<file path="config.mk">
export PLATFORM = sky130hd
export DESIGN_NAME = usb_rxparse
export DESIGN_NICKNAME = d
export VERILOG_FILES = /design/src/rtl/usb_rxparse.sv
export SDC_FILE = /design/constraint.sdc
export NUM_CORES = 1
export LEC_CHECK = 0
export BUFFER_PORTS_ARGS = -buffer_cell sky130_fd_sc_hd__buf_2
export CORE_ASPECT_RATIO = 0.6
export CORE_MARGIN = 5
export CORE_UTILIZATION = 45
export CTS_BUF_LIST = sky130_fd_sc_hd__clkbuf_4
export DETAILED_ROUTE_END_ITERATION = 7
export MAX_ROUTING_LAYER = met4
export REMOVE_ABC_BUFFERS = 1
export SYNTH_ARGS = -nofsm -noshare
export SYNTH_HDL_FRONTEND = slang
export SYNTH_SLANG_ARGS = --single-unit
</file>
<file path="constraint.sdc">
create_clock -name clk_i -period 2.7 [get_ports clk_i]
set_input_delay 0.405 -clock clk_i [delete_from_list [all_inputs] [get_ports clk_i]]
set_output_delay 0.405 -clock clk_i [all_outputs]
set_load 0.01 [all_outputs]
</file>
<file path="src/rtl/usb_rxparse.sv">
// Walks a received USB packet in the rx RAM, checks header, block type, length and
// checksum, and streams the payload out on a valid/ready byte interface.
module usb_rxparse #(
    parameter logic [11:0] BASE_ADDR = 12'h000,
    parameter logic [7:0]  HEAD      = 8'h55,
    parameter logic [11:0] MAX_LEN   = 12'd4000
) (
    input  logic        clk_i,
    input  logic        rst_ni,
    input  logic        fs_read_i,
    output logic        fd_read_o,
    input  logic [3:0]  read_btype_i,
    output logic [11:0] ram_rxa_o,
    input  logic [7:0]  ram_rxd_i,
    output logic [7:0]  dout_o,
    output logic        dout_valid_o,
    input  logic        dout_ready_i,
    output logic        dout_last_o,
    output logic [11:0] pkt_len_o,
    output logic [3:0]  stat_o,
    output logic        busy_o
);

    typedef enum logic [3:0] {
        StIdle, StHdr, StTyp, StLnh, StLnl, StDat, StOut, StChk, StAck
    } state_e;

    state_e      state_q;
    logic        cap_q;  // 0: address cycle, 1: capture cycle of the current byte
    logic [3:0]  btype_q;
    logic [3:0]  lenh_q;
    logic [11:0] len_q;
    logic [11:0] cnt_q;
    logic [7:0]  sum_q;
    logic [11:0] addr_q;
    logic        fd_read_q;
    logic [7:0]  dout_q;
    logic        valid_q;
    logic        last_q;
    logic [11:0] pkt_len_q;
    logic [3:0]  stat_q;
    logic [11:0] len_w;

    assign len_w = {lenh_q, ram_rxd_i};

    always_ff @(posedge clk_i or negedge rst_ni) begin
        if (!rst_ni) begin
            state_q   <= StIdle;
            cap_q     <= 1'b0;
            btype_q   <= 4'h0;
            lenh_q    <= 4'h0;
            len_q     <= 12'h000;
            cnt_q     <= 12'h000;
            sum_q     <= 8'h00;
            addr_q    <= BASE_ADDR;
            fd_read_q <= 1'b0;
            dout_q    <= 8'h00;
            valid_q   <= 1'b0;
            last_q    <= 1'b0;
            pkt_len_q <= 12'h000;
            stat_q    <= 4'h0;
        end else begin
            unique case (state_q)
                StIdle: begin
                    if (fs_read_i && !fd_read_q) begin
                        stat_q  <= 4'h0;
                        btype_q <= read_btype_i;
                        addr_q  <= BASE_ADDR;
                        cap_q   <= 1'b0;
                        state_q <= StHdr;
                    end
                end
                StHdr: begin
                    cap_q <= ~cap_q;
                    if (cap_q) begin
                        addr_q <= addr_q + 12'd1;
                        if (ram_rxd_i != HEAD) begin
                            stat_q[0] <= 1'b1;
                            fd_read_q <= 1'b1;
                            state_q   <= StAck;
                        end else begin
                            state_q <= StTyp;
                        end
                    end
                end
                StTyp: begin
                    cap_q <= ~cap_q;
                    if (cap_q) begin
                        addr_q <= addr_q + 12'd1;
                        if (ram_rxd_i[3:0] != btype_q || ram_rxd_i[7:4] != 4'h0) begin
                            stat_q[1] <= 1'b1;
                            fd_read_q <= 1'b1;
                            state_q   <= StAck;
                        end else begin
                            state_q <= StLnh;
                        end
                    end
                end
                StLnh: begin
                    cap_q <= ~cap_q;
                    if (cap_q) begin
                        addr_q <= addr_q + 12'd1;
                        lenh_q <= ram_rxd_i[3:0];
                        if (ram_rxd_i[7:4] != 4'h0) begin
                            stat_q[2] <= 1'b1;
                            fd_read_q <= 1'b1;
                            state_q   <= StAck;
                        end else begin
                            state_q <= StLnl;
                        end
                    end
                end
                StLnl: begin
                    cap_q <= ~cap_q;
                    if (cap_q) begin
                        addr_q <= addr_q + 12'd1;
                        if (len_w == 12'h000 || len_w > MAX_LEN) begin
                            stat_q[2] <= 1'b1;
                            fd_read_q <= 1'b1;
                            state_q   <= StAck;
                        end else begin
                            pkt_len_q <= len_w;
                            len_q     <= len_w;
                            sum_q     <= 8'h00;
                            cnt_q     <= 12'h000;
                            state_q   <= StDat;
                        end
                    end
                end
                StDat: begin
                    cap_q <= ~cap_q;
                    if (cap_q) begin
                        dout_q  <= ram_rxd_i;
                        valid_q <= 1'b1;
                        last_q  <= (cnt_q == len_q - 12'd1);
                        sum_q   <= sum_q + ram_rxd_i;
                        state_q <= StOut;
                    end
                end
                StOut: begin
                    // Address only advances on accept, so a stalled sink freezes the RAM port.
                    if (dout_ready_i) begin
                        valid_q <= 1'b0;
                        last_q  <= 1'b0;
                        addr_q  <= addr_q + 12'd1;
                        cnt_q   <= cnt_q + 12'd1;
                        state_q <= last_q ? StChk : StDat;
                    end
                end
                StChk: begin
                    cap_q <= ~cap_q;
                    if (cap_q) begin
                        if (ram_rxd_i != sum_q) begin
                            stat_q[3] <= 1'b1;
                        end
                        fd_read_q <= 1'b1;
                        state_q   <= StAck;
                    end
                end
                StAck: begin
                    if (!fs_read_i) begin
                        fd_read_q <= 1'b0;
                        addr_q    <= BASE_ADDR;
                        state_q   <= StIdle;
                    end
                end
                default: state_q <= StIdle;
            endcase
        end
    end

    assign fd_read_o    = fd_read_q;
    assign ram_rxa_o    = addr_q;
    assign dout_o       = dout_q;
    assign dout_valid_o = valid_q;
    assign dout_last_o  = last_q;
    assign pkt_len_o    = pkt_len_q;
    assign stat_o       = stat_q;
    assign busy_o       = (state_q != StIdle);

endmodule

</file>
After elaboration in Yosys (flattened, before gate mapping)
Index checks and enable logic that the tools add are counted.
- register bits after elaboration: 72
- memories kept: 0
- bits of input ports: 16
- output and inout bits: 40
- memory bits (read-only): 0
- bits in writable memories: 0
- latch bits: 0
- magnitude comparators: 1
- shifts and indexed selects: 0
- eq/ne operators: 28
- div/mod/pow operators: 0
- muxes and demuxes: 52
- $add $sub $neg: 4
- reductions and logical operators: 35
- multipliers: 0
- bitwise operators: 2
- operators by type and width (cell ; count):
    12-bit two-way mux ; 7
    4-bit two-way mux ; 14
    12-bit one-hot mux with 4 select lines ; 1
    4-bit one-hot mux with 9 select lines ; 1
    2-bit inequality test (second input constant) ; 15
    12-bit by 1-bit adder with 12-bit output (second input constant) ; 2
    8-bit two-way mux ; 3
    12-bit one-hot mux with 2 select lines ; 1
    4-bit AND reduction ; 5
    4-bit by 3-bit equality test with 1-bit output (second input constant) ; 4
    8-bit one-hot mux with 2 select lines ; 1
    1-bit two-way mux ; 15
    2-bit nonzero test ; 7
    12-bit equality test ; 1
    12-bit > comparator (second input constant) ; 1
    12-bit zero test ; 1
    1-bit one-hot mux with 2 select lines ; 6
    4-bit nonzero test ; 3
    12-bit by 1-bit subtractor with 12-bit output (second input constant) ; 1
    11-bit AND reduction ; 1
    9-bit AND reduction ; 1
    8-bit adder ; 1
    4-bit by 2-bit equality test with 1-bit output (second input constant) ; 2
    8-bit by 7-bit inequality test with 1-bit output (second input constant) ; 1
    other kinds (21) ; 27

Longest topological paths before layout
Gate-level depths: netlist (run 1).
- depth after elaboration: 5
- gate-level depth with buffers: 8

Least setup slack after synthesis (run 1)
Ideal clock, no wire load.
- path type: register -> register
- start point: register, netlist name pkt_len_o[3]
- end point: register last_q, in the netlist dout_last_o
- buffers on the path: 0
- arrival time: 2.341 ns
- period minus slack after synthesis: 2.428 ns
- data required time: 2.613 ns
- stages on the path, launching flop included: 6
- path slack: 0.272 ns
- setup time: 0.087 ns
- path through: dfrtp_1 > or4_4 > or4_4 > or3b_1 > a311o_1 > a211oi_2
- RTL lines (what ; RTL line ; text):
    end signal: assignment ; 135 ; last_q <= (cnt_q == len_q - 12'd1);
    end: declaration ; 39 ; logic last_q;

==> results of run 1 <==
==> flip-flops by register name, indices dropped and copies added (netlist names), 4 cells and up <==
signal     cells
lenh_q         4
pkt_len_o     12
stat_o         4
sum_q          8
dout_o         8
state_q        4
cnt_q         12
btype_q        4
ram_rxa_o     12
==> cell families (layout without fill, tap and decap cells) <==
| kind of cell | Yosys count | in the layout | share of synthesized area [%] |
|---|---|---|---|
| muxes | 20 | 20 | 5.346 |
| xor gates and xnor gates | 33 | 33 | 7.017 |
| AOI/OAI and AO/OA | 92 | 92 | 14.34 |
| and+or+nand+nor | 201 | 201 | 23.21 |
| adders and majority gates | 11 | 11 | 3.524 |
| buffers and inverters | 31 | 103 | 2.825 |
| DFF | 72 | 72 | 43.74 |
==> worst reg2reg max path, delay by kind of cell (launching register included) <==
kind	cells	cell delay (ns)
AOI/OAI and AO/OA	2	0.60
DFF	1	0.45
and+or+nand+nor	3	1.48
==> per-layer routing <==
layer | global-route usage, % | vias to the layer above
li1 | - | 1774
met1 | 32.94 | 1808
met2 | 29.37 | 89
met3 | 5.361 | 18
met4 | 4.855 | 0
met5 | - | -
==> final cells by class <==
class                   instances  area share [%]
clock buffers                   9           1.407
clock inverters                 7           2.110
inverters                      10          0.7815
multi-input cells             357           45.95
flip-flops and latches         72           37.51
well taps                     116           3.022
repair buffers                 77           9.221
==> worst max-delay path by stage <==
| stage | from | endpoint | slack (ns) | cells past startpoint |
|---|---|---|---|---|
| after detailed placement | pkt_len_o[0] | dout_last_o | 0.17 | 5 |
| after global routing | pkt_len_o[0] | dout_last_o | 0.05 | 5 |
| after global placement | pkt_len_o[0] | dout_last_o | 0.25 | 5 |
| after floorplan | ram_rxd_i[0] | cnt_q[7] | -0.53 | 6 |
| final | pkt_len_o[0] | dout_last_o | 0.11 | 5 |
| after CTS | pkt_len_o[0] | dout_last_o | 0.11 | 5 |
==> stage by stage <==
step	setup TNS (ns)	utilization [%]	hold slack (ns)	power, W	worst slack, ns
6_report	0	53.05	0.1425	0.002990	0.1128
3_3_place_gp	0	51.08	0.4321	0.002148	0.2471
2_1_floorplan	-4.346	-	0.1094	0.001806	-0.5334
5_1_grt	0	53.05	0.1125	0.003171	0.05405
3_5_place_dp	0	51.08	0.4351	0.002158	0.1653
4_1_cts	0	53.05	0.1210	0.002998	0.1141
==> cell usage after synthesis (8+ instances only) <==
cell       n  area share (%)
inv_1      9            0.82
ha_1      10             3.0
nand3_1   22             2.7
nand2b_1  10             1.5
o21ai_0   31             3.8
xor2_1    14             3.0
clkbuf_1  18             1.6
mux2_2    16             4.4
a21oi_1   14             1.7
nor2_1    40             3.6
dfrtp_1   72              44
and3_1     8             1.2
nand2_1   77             7.0
nor3_1     9             1.1
xnor2_1   19             4.0
o22ai_1    9             1.4
==> placed cells by master (no fill, tap or decap), types with 3 or more instances in the layout <==
master / n
a211oi_1: 4
a21o_1: 3
a21oi_1: 14
a31oi_1: 5
and3_1: 8
buf_2: 55
buf_4: 21
clkbuf_4: 9
dfrtp_1: 72
ha_1: 10
inv_1: 9
inv_6: 3
mux2_2: 16
mux2i_1: 4
nand2_1: 77
nand2b_1: 10
nand3_1: 22
nand3b_1: 4
nand4_1: 5
nor2_1: 40
nor2b_1: 5
nor3_1: 9
nor4_1: 7
o2111ai_1: 3
o211ai_1: 4
o21ai_0: 31
o22ai_1: 9
o31ai_1: 4
or2_2: 3
or4_1: 3
xnor2_1: 19
xor2_1: 14
==> power breakdown <==
part           switching (W)  total, W  internal (W)
clock               0.000457  0.000841      0.000384
combinational       0.000532  0.000872      0.000340
sequential         0.0000946   0.00128       0.00118
total                0.00108   0.00299       0.00191
==> flow_summary.toml, run 1 <==
[outcome]
status = "finished, final reports clean"

[routing]
ant_nets = 0
wirelength_mm = 11.47
wl_met1_mm = 6.162
drt_iter0_markers = 263
first_pass_iters = 5
routed-wl-met2_mm = 4.616
wl_met3_um = 556
topRoutingLayerUsed = "met4"
drc = 0
via_per_inst = 5.693
wl_per_cell_um = 17.71
dr_total_vias = 3689

[floorplan]
dieArea_mm2 = 0.01123
std_cell_rows = 27
ios = 56
floorplan.initialDensity_pct = 45.49
die_y_um = 84.11
core_area_mm2 = 0.009054
fp.dieW_um = 133.5

[finish]
final_cells = 648
multiInputGateArea_mm2 = 0.002207
areaGrowthSynthToFinish_pct = 16.62
fin_nets = 554
stdcell_area_mm2 = 0.004803
antenna_cells = 0
ff_latch_area_mm2 = 0.001802
drive_above_1_share_pct = 22.18
fill_cells = 873

[timing]
period_needed_ns = 2.587
slew_headroom_pct = 61.41
worst_pin_slew_ns = 0.5788
final-setup-viol-count = 0
finalClockSkew_ns = 0.01465
rsz0062_at_grt = "no"
post-route-period-util_pct = 95.82
maxSlewViolCount = 0
hold_viol = 0
fmax_mhz = 386.5

[min_path]
worstHoldPathCells = 3
min_to = "btype_q[1]"
worst_hold_path_type = "primary input to flop"
min-delay-start = "read_btype_i[1]"

[synth]
syn_avg_cell_area_um2 = 8.954
synth.distinct_cells = 48
ys_warn_count = 0
syn-cell-area_mm2 = 0.004119
ys_seq_area_share_pct = 43.74
synthCells = 460
synthArstFlopShare_pct = 100.0
synth-seq-cells = 72
ys.flop_type = "dfrtp_1"
synth_edf_count = 0

[critical_path]
r2r_start = "pkt_len_o[0]"
critical-path-slowest-cell = "or3_2"
reg2reg_depth = 5
r2r-end = "dout_last_o"
cpLargestDelayFamily = "simple AND/OR/NAND/NOR gates"
required_ns = 3.07
rrSetupSlack_ns = 0.11
critPathMaxStageDelay_ns = 0.55
path_cells = "or3_2 -> or4_4 -> or3b_1 -> a311o_1 -> a211oi_2"
start_kind = "flop"
critical_path.endpoint_type = "flop"
worst_ep_arrival_time_ns = 2.96
worst-path-buf-inv = 0
crit_fanout = 4
path_class = "flop to flop"

[clocking]
cts_root_buf = "clkbuf_4"
clkLatencyLatePin_ns = 0.46
cts_resized = 0
numCtsBuffers = 9
cts_hold_buf = 1
cts_tree = "yes"
cts_buffer_depth = 2
htree_levels = 3
cts.sinks = 72
path_clk_slew_ns = 0.14
cts_setup_buffers = 0

[job]
drv_cap = 0

[placed_design]
dp_hpwl_mm = 8.431
portBuffers = 55
dpl.cell_count = 631
gp_congestion = 0.8920
placed_area_mm2 = 0.004624

[power]
peakVddDrop_v = 0.0003053
power_density_mw_per_mm2 = 622.5
p_leak_nw = 2.217

[global_route]
grt_pass1_wl_mm = 19.01
grt_pass1_vias = 3596
grt_max_degree = 30
grt_util_all_layers_pct = 21.87
grt_overflow = 0
grt_antenna_before_repair = 0
Power figures use the tool's default switching activity.
==> inputs of run 2 (changes only) <==
Settings changed: CELL_PAD_IN_SITES_DETAIL_PLACEMENT from default to 0, CELL_PAD_IN_SITES_GLOBAL_PLACEMENT from default to 1, PLACE_DENSITY_LB_ADDON from default to 0.1.
==> run 2 against run 1 <==
Effect of this change:
- sequential power about the same
- combinational power is 0.9% higher
- global-route usage down 0.55 points
- sequential share of layout area grew 0.11 points
- utilization is 0.15 points lower
- register-to-register slack gained 0.10 ns
- count of clock-buffer cells in the layout is the same
- final area decreased by 0.29%
- critical endpoint unchanged
- worst hold slack lost 0.091 ns
==> flow_summary.toml, run 2 (synthesis gave the netlist of run 1 again) <==
[critical_path]
path_class = "flop to flop"
required_ns = 3.07
critical_path.endpoint_type = "flop"
worst_ep_arrival_time_ns = 2.85
critPathMaxStageDelay_ns = 0.55
path_cells = "or4_4 -> or4_4 -> or3b_1 -> a311o_1 -> a211oi_2"
worst-path-buf-inv = 0
critical-path-slowest-cell = "or4_4"
r2r_start = "pkt_len_o[4]"
cpLargestDelayFamily = "simple AND/OR/NAND/NOR gates"
start_kind = "flop"
critPathMostFrequentCell = "or4_4"
crit_fanout = 6
startpoint = "pkt_len_o[4]"

[clocking]
cts_tree = "yes"
cts_setup_buffers = 0
path_clk_slew_ns = 0.14
cts.sinks = 72
cts_resized = 0
htree_levels = 3
cts_buffer_depth = 2
cts_hold_buf = 0
cts_root_buf = "clkbuf_4"
clkLatencyLatePin_ns = 0.46
numCtsBuffers = 9

[power]
peakVddDrop_v = 0.0003513
power_density_mw_per_mm2 = 621.6
fin_total_pwr_w = 0.002977
p_leak_nw = 2.208

[floorplan]
fp.dieW_um = 133.5
floorplan.initialDensity_pct = 45.49
die_y_um = 84.11
dieArea_mm2 = 0.01123
core_area_mm2 = 0.009054
ios = 56
std_cell_rows = 27

[finish]
stdcell_area_mm2 = 0.004790
mostFrequentLayoutCells = "nand2_1 (77), dfrtp_1 (72), buf_2 (55)"
fin_nets = 552
drive_above_1_share_pct = 21.93
antenna_cells = 0
final_common_cell = "nand2_1"
areaGrowthSynthToFinish_pct = 16.28
final_core_util_pct = 52.90

[routing]
dr_total_vias = 3625
first_pass_iters = 5
via_per_inst = 5.620
wirelength_mm = 11.08
drc = 0
ant_nets = 0
wl_per_cell_um = 17.17
drt_iter0_markers = 227

[placed_design]
dp_slack_ns = 0.2532
portBuffers = 55
gp_congestion = 0.9096
placed_area_mm2 = 0.004629
dp_hpwl_mm = 8.121

[timing]
final-setup-viol-count = 0
finalClockSkew_ns = 0.02186
setup_tns_ns = 0
worst_pin_slew_ns = 0.8802
period_needed_ns = 2.483
fmax_mhz = 402.7
setup_ws_ns = 0.2170
rsz0062_at_grt = "no"
hold_viol = 0
maxSlewViolCount = 0
slew_headroom_pct = 41.32
post-route-period-util_pct = 91.96

[global_route]
grt_pass1_wl_mm = 18.31
grt_antenna_before_repair = 0
grt_pass1_vias = 3441
grt_max_degree = 38
grt_overflow = 0
grt_util_all_layers_pct = 21.32

[min_path]
worst_hold_path_type = "primary input to async pin"

[job]
drv_cap = 0

[outcome]
status = "finished, final reports clean"
run 2: cell types whose count changed in the layout (fill, tap and decap cells not counted):
cell and delta:
buf_4 -2, buf_12 +1, inv_6 -1, dlygate4sd3_1 -1
run 2: routing by layer:
| metal | track usage [%] | wire (um) | up-vias | share of wire [%] |
|---|---|---|---|---|
| met1 | 33.41 | 5999 | 1750 | 54 |
| met5 | - | 0 | - | 0 |
| met4 | 4.295 | 89 | 0 | 0.80 |
| met3 | 5.060 | 524 | 8 | 4.7 |
| met2 | 27.44 | 4461 | 98 | 40 |
| li1 | - | - | 1769 | - |
run 2: power by group:
part	internal [W]	total (W)	switching, W
Sequential	0.00118	0.00130	0.000114
Clock	0.000376	0.000801	0.000425
Combinational	0.000348	0.000880	0.000532
Total	0.00191	0.00298	0.00107
run 2: area by class of cell:
cell class | count | area (um^2)
multi-input cells | 357 | 2207
fillers | 857 | 4264
clock inverters | 6 | 92.59
repair buffers | 75 | 437.9
well taps | 116 | 145.1
clock buffers | 9 | 67.56
inverters | 10 | 37.54
flip-flops and latches | 72 | 1802
run 2: worst paths after layout:
path	endpoint	slack (ns)	cells past startpoint
hold / removal	sum_q[4]	0.05	1
setup reg to reg	dout_last_o	0.22	5
min in group clk_i	btype_q[2]	0.14	3
setup / recovery	dout_last_o	0.22	5
max in group asynchronous	dout_last_o	1.94	2
hold reg to reg	dout_o[5]	0.49	2
run 2: metrics by stage:
stage	instances	hold slack, ns
6_report	645	0.05186
5_1_grt	645	0.1047
4_1_cts	645	0.06268
3_5_place_dp	630	0.4577
3_3_place_gp	630	0.4577
2_1_floorplan	439	0.1094
